`src/rtl/mk_ui_pkg.sv`:
```
// rtl/mk_ui_pkg.sv - shared types, constants and helpers for the medicine-kit menu UI
//
// Contents:
//   state_e    menu state encoding
//   field_e    blink-select field codes for the display
//   KEY_*      bit indices into the 7-bit key-event vector
//   HOUR_MAX   largest legal hour value
//   MIN_MAX    largest legal minute value
//   wrap_step  wrap-around increment/decrement over 0..max_val
package mk_ui_pkg;

  typedef enum logic [2:0] {
    ST_IDLE      = 3'd0,
    ST_SEL_SLOT  = 3'd1,
    ST_EDIT_HOUR = 3'd2,
    ST_EDIT_MIN  = 3'd3,
    ST_COMMIT    = 3'd4
  } state_e;

  typedef enum logic [1:0] {
    FIELD_NONE = 2'd0,
    FIELD_SLOT = 2'd1,
    FIELD_HOUR = 2'd2,
    FIELD_MIN  = 2'd3
  } field_e;

  localparam int N_KEYS     = 7;
  localparam int KEY_MENU   = 0;
  localparam int KEY_UP     = 1;
  localparam int KEY_DOWN   = 2;
  localparam int KEY_LEFT   = 3;
  localparam int KEY_RIGHT  = 4;
  localparam int KEY_OK     = 5;
  localparam int KEY_CANCEL = 6;

  localparam logic [4:0] HOUR_MAX = 5'd23;
  localparam logic [5:0] MIN_MAX  = 6'd59;

  // Step val by one within 0..max_val, wrapping at both ends.
  // An out-of-range val is treated as already past the top.
  function automatic logic [7:0] wrap_step(input logic [7:0] val,
                                           input logic [7:0] max_val,
                                           input logic       up);
    if (up) begin
      return (val >= max_val) ? 8'd0 : val + 8'd1;
    end
    return (val == 8'd0 || val > max_val) ? max_val : val - 8'd1;
  endfunction

endpackage

```
`src/rtl/key_prio_enc.sv`:
```
// rtl/key_prio_enc.sv - fixed-priority selector for simultaneous key events
//
// Purpose: picks exactly one key out of a multi-hot key-event vector.
//   Priority: CANCEL > OK > MENU > UP > DOWN > LEFT > RIGHT. Purely combinational.
// Ports:
//   key_i      [6:0]  raw key-event pulses
//   key_oh_o   [6:0]  one-hot accepted key (all zero when none pressed)
//   key_vld_o         any key accepted
module key_prio_enc
  import mk_ui_pkg::*;
(
  input  logic [N_KEYS-1:0] key_i,
  output logic [N_KEYS-1:0] key_oh_o,
  output logic              key_vld_o
);

  always_comb begin
    key_oh_o = '0;
    if      (key_i[KEY_CANCEL]) key_oh_o[KEY_CANCEL] = 1'b1;
    else if (key_i[KEY_OK])     key_oh_o[KEY_OK]     = 1'b1;
    else if (key_i[KEY_MENU])   key_oh_o[KEY_MENU]   = 1'b1;
    else if (key_i[KEY_UP])     key_oh_o[KEY_UP]     = 1'b1;
    else if (key_i[KEY_DOWN])   key_oh_o[KEY_DOWN]   = 1'b1;
    else if (key_i[KEY_LEFT])   key_oh_o[KEY_LEFT]   = 1'b1;
    else if (key_i[KEY_RIGHT])  key_oh_o[KEY_RIGHT]  = 1'b1;
  end

  assign key_vld_o = |key_i;

endmodule

```
`src/rtl/key_menu_ctrl.sv`:
```
// rtl/key_menu_ctrl.sv - menu FSM for slot selection and dose-time editing
//
// Purpose: accepts arbitrated key events, lets the user pick a compartment and
//   edit its hour/minute, and writes confirmed edits to the schedule bank as a
//   single-cycle strobe. Aborts to IDLE after TIMEOUT_S seconds of inactivity.
// Ports:
//   clk, rst           clock, asynchronous active-high reset
//   key [6:0]          key-event pulses (MENU,UP,DOWN,LEFT,RIGHT,OK,CANCEL)
//   sec_tick           1 Hz single-cycle strobe
//   rd_hour, rd_min    stored time of rd_slot (combinational read)
//   rd_slot            read address, follows cur_slot
//   cfg_we/slot/hour/min  schedule write port; data holds between writes
//   menu_active        menu is open
//   cur_slot, edit_hour, edit_min, field  display state
module key_menu_ctrl
  import mk_ui_pkg::*;
#(
  parameter  int N_SLOT    = 4,
  parameter  int TIMEOUT_S = 10,
  localparam int SW        = (N_SLOT > 1) ? $clog2(N_SLOT) : 1
) (
  input  logic          clk,
  input  logic          rst,
  input  logic [6:0]    key,
  input  logic          sec_tick,
  input  logic [4:0]    rd_hour,
  input  logic [5:0]    rd_min,
  output logic [SW-1:0] rd_slot,
  output logic          cfg_we,
  output logic [SW-1:0] cfg_slot,
  output logic [4:0]    cfg_hour,
  output logic [5:0]    cfg_min,
  output logic          menu_active,
  output logic [SW-1:0] cur_slot,
  output logic [4:0]    edit_hour,
  output logic [5:0]    edit_min,
  output logic [1:0]    field
);

  localparam int TW = $clog2(TIMEOUT_S + 1);
  localparam logic [7:0] SLOT_MAX = 8'(N_SLOT - 1);

  logic [N_KEYS-1:0] key_oh;
  logic              key_vld;

  key_prio_enc u_prio (
    .key_i     (key),
    .key_oh_o  (key_oh),
    .key_vld_o (key_vld)
  );

  state_e        state_q, state_d;
  logic [SW-1:0] cur_slot_q, cur_slot_d;
  logic [4:0]    edit_hour_q, edit_hour_d;
  logic [5:0]    edit_min_q, edit_min_d;
  logic [TW-1:0] tmo_q, tmo_d;
  logic          cfg_we_q, cfg_we_d;
  logic [SW-1:0] cfg_slot_q, cfg_slot_d;
  logic [4:0]    cfg_hour_q, cfg_hour_d;
  logic [5:0]    cfg_min_q, cfg_min_d;
  logic          menu_active_q, menu_active_d;
  field_e        field_q, field_d;
  logic          key_acc;
  logic          tmo_hit;

  // Keys seen during COMMIT are dropped entirely: no action, no counter clear.
  assign key_acc = key_vld && (state_q != ST_COMMIT);
  assign tmo_hit = (tmo_q == TW'(TIMEOUT_S));

  always_comb begin
    state_d       = state_q;
    cur_slot_d    = cur_slot_q;
    edit_hour_d   = edit_hour_q;
    edit_min_d    = edit_min_q;
    tmo_d         = tmo_q;
    cfg_slot_d    = cfg_slot_q;
    cfg_hour_d    = cfg_hour_q;
    cfg_min_d     = cfg_min_q;
    cfg_we_d      = 1'b0;
    menu_active_d = 1'b0;
    field_d       = FIELD_NONE;

    if (state_q != ST_IDLE) begin
      if (key_acc)       tmo_d = '0;
      else if (sec_tick) tmo_d = tmo_q + 1'b1;
    end

    if (key_acc) begin
      unique case (state_q)
        ST_IDLE: begin
          if (key_oh[KEY_MENU]) begin
            state_d    = ST_SEL_SLOT;
            cur_slot_d = '0;
          end
        end
        ST_SEL_SLOT: begin
          if (key_oh[KEY_UP])
            cur_slot_d = SW'(wrap_step(8'(cur_slot_q), SLOT_MAX, 1'b1));
          else if (key_oh[KEY_DOWN])
            cur_slot_d = SW'(wrap_step(8'(cur_slot_q), SLOT_MAX, 1'b0));
          else if (key_oh[KEY_OK]) begin
            state_d     = ST_EDIT_HOUR;
            edit_hour_d = (rd_hour > HOUR_MAX) ? 5'd0 : rd_hour;
            edit_min_d  = (rd_min > MIN_MAX) ? 6'd0 : rd_min;
          end else if (key_oh[KEY_CANCEL] || key_oh[KEY_MENU])
            state_d = ST_IDLE;
        end
        ST_EDIT_HOUR: begin
          if (key_oh[KEY_UP])
            edit_hour_d = 5'(wrap_step(8'(edit_hour_q), 8'(HOUR_MAX), 1'b1));
          else if (key_oh[KEY_DOWN])
            edit_hour_d = 5'(wrap_step(8'(edit_hour_q), 8'(HOUR_MAX), 1'b0));
          else if (key_oh[KEY_RIGHT])  state_d = ST_EDIT_MIN;
          else if (key_oh[KEY_OK])     state_d = ST_COMMIT;
          else if (key_oh[KEY_CANCEL]) state_d = ST_SEL_SLOT;
        end
        ST_EDIT_MIN: begin
          if (key_oh[KEY_UP])
            edit_min_d = 6'(wrap_step(8'(edit_min_q), 8'(MIN_MAX), 1'b1));
          else if (key_oh[KEY_DOWN])
            edit_min_d = 6'(wrap_step(8'(edit_min_q), 8'(MIN_MAX), 1'b0));
          else if (key_oh[KEY_LEFT])   state_d = ST_EDIT_HOUR;
          else if (key_oh[KEY_OK])     state_d = ST_COMMIT;
          else if (key_oh[KEY_CANCEL]) state_d = ST_SEL_SLOT;
        end
        default: ;
      endcase
    end

    if (state_q == ST_COMMIT) begin
      state_d = ST_SEL_SLOT;
    end else if (tmo_hit && state_q != ST_IDLE) begin
      // Inactivity abort overrides whatever key arrived this cycle.
      state_d = ST_IDLE;
    end

    if (state_d == ST_IDLE) tmo_d = '0;

    // Write data is captured as COMMIT is entered so the strobe and data
    // appear together while state_q == COMMIT.
    if (state_d == ST_COMMIT) begin
      cfg_we_d   = 1'b1;
      cfg_slot_d = cur_slot_q;
      cfg_hour_d = edit_hour_q;
      cfg_min_d  = edit_min_q;
    end

    menu_active_d = (state_d != ST_IDLE);
    unique case (state_d)
      ST_SEL_SLOT:  field_d = FIELD_SLOT;
      ST_EDIT_HOUR: field_d = FIELD_HOUR;
      ST_EDIT_MIN:  field_d = FIELD_MIN;
      default:      field_d = FIELD_NONE;
    endcase
  end

  always_ff @(posedge clk or posedge rst) begin
    if (rst) begin
      state_q       <= ST_IDLE;
      cur_slot_q    <= '0;
      edit_hour_q   <= '0;
      edit_min_q    <= '0;
      tmo_q         <= '0;
      cfg_we_q      <= 1'b0;
      cfg_slot_q    <= '0;
      cfg_hour_q    <= '0;
      cfg_min_q     <= '0;
      menu_active_q <= 1'b0;
      field_q       <= FIELD_NONE;
    end else begin
      state_q       <= state_d;
      cur_slot_q    <= cur_slot_d;
      edit_hour_q   <= edit_hour_d;
      edit_min_q    <= edit_min_d;
      tmo_q         <= tmo_d;
      cfg_we_q      <= cfg_we_d;
      cfg_slot_q    <= cfg_slot_d;
      cfg_hour_q    <= cfg_hour_d;
      cfg_min_q     <= cfg_min_d;
      menu_active_q <= menu_active_d;
      field_q       <= field_d;
    end
  end

  assign rd_slot     = cur_slot_q;
  assign cfg_we      = cfg_we_q;
  assign cfg_slot    = cfg_slot_q;
  assign cfg_hour    = cfg_hour_q;
  assign cfg_min     = cfg_min_q;
  assign menu_active = menu_active_q;
  assign cur_slot    = cur_slot_q;
  assign edit_hour   = edit_hour_q;
  assign edit_min    = edit_min_q;
  assign field       = field_q;

endmodule

```
`config.mk`:
```
export PLATFORM = sky130hd
export DESIGN_NAME = key_menu_ctrl
export DESIGN_NICKNAME = d
export VERILOG_FILES = /design/src/rtl/mk_ui_pkg.sv /design/src/rtl/key_prio_enc.sv /design/src/rtl/key_menu_ctrl.sv
export SDC_FILE = /design/constraint.sdc
export NUM_CORES = 1
export LEC_CHECK = 0
export ABC_AREA = 1
export CORE_ASPECT_RATIO = 1.75
export CORE_UTILIZATION = 52
export DETAILED_ROUTE_END_ITERATION = 12
export PLACE_DENSITY = 0.81
export SLEW_MARGIN = 5
export SYNTH_ARGS = -nofsm -noshare
export SYNTH_HDL_FRONTEND = slang
export SYNTH_HIERARCHICAL = 1
export SYNTH_SLANG_ARGS = --single-unit
```
`constraint.sdc`:
```
create_clock -name clk -period 2.21 [get_ports clk]
set_input_delay 0.442 -clock clk [delete_from_list [all_inputs] [get_ports clk]]
set_output_delay 0.442 -clock clk [all_outputs]
set_load 0.01 [all_outputs]
```
After elaboration in Yosys (flattened, before gate mapping)
Index checks and enable logic that the tools add are counted.
{ "totals": {"inputBits": 21, "elab_cells": 134, "output_inout_bits": 32, "ff_bits": 37} }
{ "classes": {"eq_ne": 17, "n_reduce_logical": 22, "order_cmp": 7, "n_mux": 70, "addsub": 7} }
{ "ops": {"columns": ["operator", "n"], "rows": [
  ["$mux 6", 10],
  ["$mux 3", 17],
  ["$mux 5", 10],
  ["$mux 4", 5],
  ["$mux 1", 16],
  ["$mux 2", 7],
  ["$eq 3x2->1 const B", 4],
  ["$gt 6x6->1 const B", 2],
  ["$ne 3x3->1 const B", 4],
  ["$pmux 3 s4", 1],
  ["$pmux 6 s2", 1],
  ["$reduce_and 6->1", 2],
  ["$gt 5x5->1 const B", 2],
  ["$pmux 5 s2", 1],
  ["$reduce_bool 3->1", 3],
  ["$ne 2x2->1 const B", 4],
  ["$reduce_bool 2->1", 4],
  ["$reduce_or 7->1", 1],
  ["$add 6x1->6 const B", 1],
  ["$eq 3x1->1 const B", 2],
  ["$eq 3x3->1 const B", 2],
  ["$ge 6x6->1 const B", 1],
  ["$logic_not 3->1", 2],
  ["$logic_not 6->1", 1],
  ["17 further kinds", 20]
]} }

Logic depth before layout (Yosys ltp)
Gate-level depths: netlist of run 1.
{ "logic_depth": {"depth_word": 19, "mapped_depth": 16, "depth_no_buf": 13} }

By module
The synthesis of run 1 kept the hierarchy.
{ "modules_own_cells": {"columns": ["module", "instances", "cells_per_inst", "area_each_um2", "seq_area_each_um2"], "rows": [
  ["key_menu_ctrl", 1, 339, 2477.4, 925.9],
  ["key_prio_enc", 1, 24, 101.3, 0.0]
]} }

Worst setup path before layout of run 1
No wires, ideal clock.
{ "synth_timing": {"path_type": "in2reg", "from": "input key[5]", "to": "register cfg_min_q[3], in the netlist cfg_min[3]", "path_slack_ps": 225, "path_buffers": 3, "t_arrival_ps": 1867, "setup_ps": 117, "cell_stages": 15, "t_required_ps": 2093, "path_cell_list": "inv_1 -> nand2_1 -> nor3_2 -> buf_6 -> nor2_4 -> buf_6 -> nand3_1 -> nand2_1 -> nand2_1 -> nand3_1 -> a21oi_4 -> nand3_4 -> buf_6 -> nand2_1 -> nand2_1"} }
{ "synth_between": {"word_cells_on_any_way": 23, "classes_between": "1 x eq/ne; 19 x mux; 3 x reduce/logical"} }
{ "synth_rtl": {"columns": ["item", "line_no", "text"], "rows": [
  ["from (decl)", "key_menu_ctrl.sv:24", "input logic [6:0] key,"],
  ["$mux 5 (*)", "key_prio_enc.sv:20", "else if (key_i[KEY_OK]) key_oh_o[KEY_OK] = 1'b1;"],
  ["$mux 6 (*)", "key_prio_enc.sv:19", "if (key_i[KEY_CANCEL]) key_oh_o[KEY_CANCEL] = 1'b1;"],
  ["net key_oh[1]", "key_menu_ctrl.sv:43", "logic [N_KEYS-1:0] key_oh;"],
  ["$mux 3 (on tied branches)", "key_menu_ctrl.sv:118, key_menu_ctrl.sv:97, key_menu_ctrl.sv:109", null],
  ["$pmux 3 s4 (*)", "key_menu_ctrl.sv:89", "unique case (state_q)"],
  ["$mux 3 (*)", "key_menu_ctrl.sv:88", "if (key_acc) begin"],
  ["$mux 3 (*)", "key_menu_ctrl.sv:132", "end else if (tmo_hit && state_q != ST_IDLE) begin"],
  ["$mux 3 (*)", "key_menu_ctrl.sv:130", "if (state_q == ST_COMMIT) begin"],
  ["$eq 3x3->1 (*)", "key_menu_ctrl.sv:141", "if (state_d == ST_COMMIT) begin"],
  ["to (signal assigned)", "key_menu_ctrl.sv:179", "cfg_min_q <= cfg_min_d;"],
  ["to (decl)", "key_menu_ctrl.sv:60", "logic [5:0] cfg_min_q, cfg_min_d;"]
]} }
Mark *: on every way through the listed nets, which the timed path passes. The rest lies on a longest branch.
A chain may end at the register's enable or synchronous reset.

Worst setup path in the final report of run 1
{ "layout_timing": {"from": "input key[4]", "to": "register tmo_q[1]"} }
{ "layout_between": {"word_cells_on_any_way": 23, "classes_between": "17 x mux; 6 x reduce/logical"} }
{ "layout_rtl": {"columns": ["item", "line_no", "text"], "rows": [
  ["$reduce_or 7->1 (*)", "key_prio_enc.sv:28", "assign key_vld_o = |key_i;"],
  ["net key_vld", "key_menu_ctrl.sv:44", "logic key_vld;"],
  ["$logic_and 1x1->1 (*)", "key_menu_ctrl.sv:67", "assign key_acc = key_vld && (state_q != ST_COMMIT);"],
  ["$mux 3", "key_menu_ctrl.sv:88", null],
  ["$mux 3", "key_menu_ctrl.sv:132", null],
  ["$mux 3", "key_menu_ctrl.sv:130", null],
  ["$logic_not 3->1", "key_menu_ctrl.sv:137", "if (state_d == ST_IDLE) tmo_d = '0;"],
  ["$reduce_bool 3->1 (no line) or $reduce_bool 2->1 (tied branches)", null, null],
  ["$reduce_and 2->1 (no line)", null, null],
  ["to (signal assigned)", "key_menu_ctrl.sv:175", "tmo_q <= tmo_d;"],
  ["to (decl)", "key_menu_ctrl.sv:56", "logic [TW-1:0] tmo_q, tmo_d;"]
]} }
Mark *: on every way through the listed nets, which the timed path passes. The rest lies on a longest branch. The select of a mux whose other input is x is not followed.

==> flow_summary.json, run 1 <==
{
  "core_um2": 4710,
  "worstSetupEndpointType": "flop",
  "worst_slew_pin_slew_ns": 0.475,
  "wl_per_cell_um": 14.6,
  "drv_cap": 0,
  "ys_seq_elements": 37,
  "cts_buffers": 5,
  "fmax_mhz": 495,
  "syn-num-nets": 390,
  "grt_pass1_vias": 2798,
  "finalHoldViolations": 0,
  "syn2layout_area_growth_pct": 36.6,
  "leakage_uw": 0.00179,
  "rsz0062_at_grt": "false",
  "cp.arrival_ns": 2.20,
  "vias": 2857,
  "p_int_uw": 2340,
  "worstHoldPathType": "flop to flop",
  "finalInstanceArea_um2": 3520,
  "synthArstFlopShare": 1.00,
  "yosysSeqAreaShare": 0.359,
  "setup_viol": 0,
  "critPathMostFrequentCell": "nand2_1",
  "critical_path_buf_inv_count": 4,
  "slowest_delay_ns": 0.48,
  "syn_area_per_cell_um2": 7.10,
  "dieArea_um2": 5260,
  "fin_nets": 473,
  "drcViolationCount": 0,
  "drt_iter0_drc": 122,
  "dp_hpwl_um": 5230,
  "synth_edf_count": 0,
  "grt_max_degree": 38,
  "period_needed_ns": 2.02,
  "initial_core_util": 0.548,
  "power_frac_clock": 0.116,
  "fillers": 349,
  "wirelength_um": 7280,
  "status": "finished, final reports clean",
  "seq_power_share": 0.305,
  "antenna_found_initial": 0,
  "synth_top_flop_cell": "dfrtp_1",
  "diodes": 0,
  "ctsHoldBuffers": 0,
  "track_usage": 0.283,
  "overflow": 0,
  "cts_tree": "yes",
  "crit_family": "simple AND/OR/NAND/NOR gates",
  "io_pins": 53,
  "yosys.cell_types.count": 33,
  "sw_frac_of_total": 0.456,
  "place_area_um2": 3290,
  "clkLatencyLatePin_ns": 0.29,
  "powerDensity_nw_per_um2": 1220,
  "critPathSlowestCell": "clkdlybuf4s50_1",
  "ant_nets": 0,
  "synthTopCellsByArea": "dfrtp_1 36%, nand2_1 14%, nand3_1 7.2%, inv_1 6.8%, nand4_1 5.1%",
  "rows": 33,
  "grt_pass1_wl_um": 11900,
  "io_buffers": 52,
  "slew_violations": 0,
  "gp_congestion": 0.911,
  "synth-warning-count": 6,
  "start_kind": "input port",
  "dieHeight_um": 95.2,
  "cts_buffer_depth": 2,
  "path_class": "input port to flop",
  "syn_area_um2": 2580,
  "p_comb_frac": 0.580,
  "p_switching_uw": 1960,
  "drt-pass1-iter-count": 4,
  "cts_sinks": 37,
  "cts_htree_levels": 2,
  "clockRootBuffer": "clkbuf_8",
  "fin_util": 0.748,
  "synthCells": 363,
  "vias_per_cell": 5.73,
  "crit_chain": "clkdlybuf4s50_1 -> nor2_1 -> nand2_1 -> inv_2 -> nor2_4 -> nand2_1 -> inv_1 -> nand3_2 -> a21oi_4 -> nand3b_1 -> nand2_1 -> inv_1",
  "die_width_um": 55.2,
  "drive_gt1_frac": 0.154,
  "crit_required_ns": 2.39,
  "vdd_drop_max_mv": 1.00,
  "min_period_over_period": 0.914,
  "cp_max_fo": 5,
  "slew_headroom": 0.683,
  "fin_skew_ns": 0.0122,
  "synth_largest_area_cell": "dfrtp_1",
  "cts.reportedPaths.clkPinSlew_ns": 0.08,
  "yosys.area.top_type_share": 0.359
}
[per-layer routing]
metal  global-route usage  routed length (um)  share of wire  vias to the layer above
met1                0.297                2630           0.36                     1344
li1                     -                   -              -                     1361
met3               0.0339                 331          0.045                       28
met2                0.540                4050           0.56                      124
met5                    0                   0              0                        -
met4                0.152                 277          0.038                        0
[kinds of logic (layout without fill, tap and decap cells)]
group           count (synthesis)  after routing  synth area share
fa+ha+maj                       6              6            0.0291
simple gates                  193            195             0.344
buf+inv                        62            144             0.108
flops                          37             37             0.359
mux                             1              1           0.00388
compound gates                 56             56             0.129
xor+xnor                        8              8            0.0272
[what timing repair did]
action,4_1_cts,5_1_grt
endpoints found under the setup margin,2,33
gates resized for setup,5,23
setup buffers,2,2
cloned,1,1
pin swaps,1,14
[through the flow]
stage / instances / setup TNS (ns) / hold slack (ns) / power, uW / setup slack, ns
floorplan: 363 / 0 / 0.506 / 2660 / 0.225
global placement: 485 / -5.50 / 0.460 / 3600 / -0.234
detailed placement: 485 / -7.28 / 0.463 / 3640 / -0.310
CTS: 496 / 0 / 0.480 / 4170 / 0.0143
global route: 499 / 0 / 0.506 / 4620 / 0.0935
finish: 499 / 0 / 0.477 / 4300 / 0.190
[placed cells by master, fill, tap and decap left out, types with 3 or more instances in the layout]
cell type	instances
nand2_1	91
clkdlybuf4s50_1	46
inv_1	43
dfrtp_1	37
nand3_1	35
buf_4	31
nor2_1	27
o21ai_0	24
nand4_1	21
a21oi_1	13
inv_2	6
nor2_4	6
xor2_1	6
ha_1	6
clkbuf_8	6
dlymetal6s2s_1	6
nand2_2	5
nand3_2	3
a22oi_1	3
o22ai_1	3
o21a_1	3
a31oi_1	3
[final timing paths]
kind                             from           to  slack (ns)  cells past startpoint
min in group asynchronous         rst       cfg_we        0.57                      3
hold / removal             cfg_min[3]   cfg_min[3]        0.48                      2
setup / recovery               key[4]     tmo_q[1]        0.19                     12
setup reg to reg           state_q[2]  cfg_hour[2]        0.28                     10
max in group asynchronous         rst   state_q[1]        1.30                      3
hold reg to reg            cfg_min[3]   cfg_min[3]        0.48                      2
[power by group through the flow]
stage                     clock network, uW  registers (uW)  logic [uW]
final                                   497            1310        2490
after global routing                    521            1340        2760
after CTS                               501            1300        2370
after detailed placement                  0            1310        2330
after global placement                    0            1300        2290
after floorplan                           0            1310        1350
[state kept, by name, summed over array words and instances (netlist names)]
signal / count
cfg_min: 6
edit_min: 6
cfg_hour: 5
edit_hour: 5
tmo_q: 4
state_q: 3
cfg_slot: 2
cur_slot: 2
field: 2
cfg_we: 1
menu_active: 1
[cell usage after synthesis (4+ instances only)]
cell type and number:
a21oi_1 13, buf_4 4, buf_6 4, dfrtp_1 37, ha_1 6, inv_1 47, nand2_1 94, nand3_1 37
nand4_1 21, nor2_1 30, o21ai_0 25, xor2_1 6
[final cells by class]
type / instances / area [um2] / share of cell area
clock buffer: 6 / 82.6 / 0.0234
clock inverter: 2 / 13.8 / 0.00391
inverter: 51 / 191 / 0.0544
multi-input combinational: 266 / 1450 / 0.411
sequential: 37 / 926 / 0.263
tap: 52 / 65.1 / 0.0185
timing repair buffer: 85 / 795 / 0.226
[tightest hold or removal path: cells and delay by family (launching register included)]
kind | cells | cell delay, ns
AND/OR/NAND/NOR | 2 | 0.09
flip-flops | 1 | 0.35
Power figures use the tool's default switching activity.
==> inputs of run 2 (changes only) <==
--- a/config.mk
+++ b/config.mk
@@ -7,9 +7,9 @@
 export LEC_CHECK = 0
 export ABC_AREA = 1
 export CORE_ASPECT_RATIO = 1.75
-export CORE_UTILIZATION = 52
+export CORE_UTILIZATION = 47
 export DETAILED_ROUTE_END_ITERATION = 12
-export PLACE_DENSITY = 0.81
+export PLACE_DENSITY = 0.77
 export SLEW_MARGIN = 5
 export SYNTH_ARGS = -nofsm -noshare
 export SYNTH_HDL_FRONTEND = slang
==> constraint.sdc (replaced) <==
create_clock -name clk -period 1.8 [get_ports clk]
set_input_delay 0.36 -clock clk [delete_from_list [all_inputs] [get_ports clk]]
set_output_delay 0.36 -clock clk [all_outputs]
set_load 0.01 [all_outputs]
==> run 2 against run 1 <==
The run now ends with negative setup slack left. Power up 42%. Core utilization down 1.7 points. Clock power up 51%. Critical endpoint is now cfg_hour[0]. Count of clock-buffer cells in the layout down 1. Sequential power up 23%. Worst setup slack worse by 0.26 ns. Hold slack worse by 0.023 ns. First-iteration DRC count up 1.6%.
==> flow_summary.json, run 2 (synthesis results as in run 1) <==
{
  "cts_tree": "yes",
  "ctsHoldBuffers": 0,
  "vias": 2961,
  "rows": 35,
  "period_needed_ns": 1.87,
  "met3_usage": 0.0361,
  "grt_max_degree": 38,
  "startpoint": "key[6]",
  "ant_nets": 0,
  "slew_violations": 0,
  "cp_max_fo": 7,
  "crit_family": "simple AND/OR/NAND/NOR gates",
  "vdd_drop_max_mv": 0.883,
  "io_buffers": 52,
  "seq_power_share": 0.264,
  "antenna_found_initial": 0,
  "cts_sinks": 37,
  "fillers": 418,
  "power_frac_clock": 0.123,
  "leakage_uw": 0.00190,
  "critPathMostFrequentCell": "nand2_1",
  "fin_util": 0.731,
  "min_period_over_period": 1.04,
  "hold_ws_ns": 0.454,
  "drive_gt1_frac": 0.252,
  "dieArea_um2": 5800,
  "final_cells": 527,
  "critical_path_buf_inv_count": 6,
  "p_switching_uw": 2680,
  "die_width_um": 58.0,
  "cp.arrival_ns": 2.05,
  "setup_viol": 16,
  "p_total_uw": 6100,
  "setup_tns_ns": -0.575,
  "path_class": "input port to flop",
  "slew_headroom": 0.692,
  "powerDensity_nw_per_um2": 1590,
  "initial_core_util": 0.491,
  "dieHeight_um": 100,
  "p_comb_frac": 0.612,
  "start_kind": "input port",
  "worst_slew_pin_slew_ns": 0.462,
  "cts_buffer_depth": 2,
  "crit_required_ns": 1.99,
  "clkLatencyLatePin_ns": 0.30,
  "post-place-cells": 498,
  "grt.met2_usage": 0.544,
  "finalHoldViolations": 0,
  "clockRootBuffer": "clkbuf_8",
  "fin_nets": 498,
  "drcViolationCount": 0,
  "overflow": 0,
  "met1_usage": 0.286,
  "timing.rr.start": "state_q[2]",
  "crit_chain": "buf_6 -> buf_6 -> inv_12 -> nand2_8 -> nor3_4 -> buf_6 -> nor2_4 -> inv_1 -> nor2_1 -> nand2_1 -> nand2_1 -> nand2_2 -> a21oi_4 -> buf_12 -> nand3_4 -> nand2_1 -> nand2_1",
  "final_common_cell": "nand2_1",
  "slowest_delay_ns": 0.27,
  "fmax_mhz": 536,
  "vias_per_cell": 5.62,
  "critPathSlowestCell": "a21oi_4",
  "worstSetupEndpointType": "flop",
  "drv_cap": 0,
  "fin_skew_ns": 0.0135,
  "syn2layout_area_growth_pct": 49.1,
  "grt.busiest_layer": "met2",
  "setup_ws_ns": -0.0673,
  "track_usage": 0.279,
  "p_int_uw": 3420,
  "grt_pass1_vias": 2851,
  "mostFrequentLayoutCells": "85 x nand2_1, 46 x buf_4, 43 x clkdlybuf4s50_1",
  "worstHoldPathType": "input port to async pin",
  "violations": "negative setup slack",
  "io_pins": 53,
  "cts_buffers": 5,
  "wirelength_um": 8210,
  "status": "finished, violations left",
  "rsz0062_at_grt": "true",
  "gp_congestion": 0.891,
  "core_um2": 5260,
  "cts.reportedPaths.clkPinSlew_ns": 0.09,
  "dp_hpwl_um": 5620,
  "drt-pass1-iter-count": 4,
  "grt_pass1_wl_um": 12400,
  "diodes": 0,
  "sw_frac_of_total": 0.440,
  "drt_iter0_drc": 124,
  "cts_htree_levels": 2,
  "wl_per_cell_um": 15.6
}
[run 2: cell types whose count changed in the layout (fill, tap and decap cells not counted), sizes merged]
cell,previous run,this run
buf,33,60
bufinv,0,1
clkbuf,6,7
clkdlybuf4s50,46,43
clkinv,4,3
clkinvlp,0,1
dlygate4sd2,0,3
dlymetal6s2s,6,2
[run 2: worst paths after layout]
check / slack (ns) / depth (start not counted) / endpoint
setup / recovery: -0.07 / 17 / cfg_hour[0]
hold / removal: 0.45 / 3 / cfg_slot[1]
setup reg to reg: -0.04 / 11 / cfg_hour[0]
hold reg to reg: 0.48 / 2 / cfg_min[4]
max in group asynchronous: 0.98 / 3 / edit_min[1]
min in group clk: 0.48 / 2 / cfg_min[4]
[run 2: timing repair]
action,4_1_cts,5_1_grt
endpoints found under the setup margin,38,32
gates cloned,1,3
pin swaps,15,20
setup buffers,4,14
resized for setup,32,40
[run 2: worst min-delay path, cell delays in order]
cell             delay, ns
clkdlybuf4s50_1       0.39
inv_1                 0.05
buf_4                 0.40
[run 2: layout make-up]
type	instances	area [um2]	area share
inverters	51	214	0.0557
repair buffers	110	1010	0.262
flip-flops and latches	37	933	0.243
clock inverters	3	46.3	0.0120
clock buffers	5	68.8	0.0179
multi-input cells	266	1510	0.392
well taps	55	68.8	0.0179
[run 2: per-stage QoR]
step	setup WS [ns]	instance area (um2)
3_5_place_dp	-0.716	3420
3_3_place_gp	-0.658	3420
4_1_cts	0.00643	3610
6_report	-0.0673	3840
2_1_floorplan	-0.0643	2620
5_1_grt	-0.164	3840
[run 2: power groups by stage]
stage	clock, uW	sequential [uW]	combinational (uW)
2_1_floorplan	0	1610	1680
3_3_place_gp	0	1570	3050
3_5_place_dp	0	1580	3100
4_1_cts	747	1580	3170
5_1_grt	787	1650	4040
6_report	752	1610	3740
[run 2: routing by layer]
metal  routed length (um)  share of wire
met5                    0              0
met3                  311          0.038
met4                  334          0.041
met1                 2860           0.35
met2                 4700           0.57
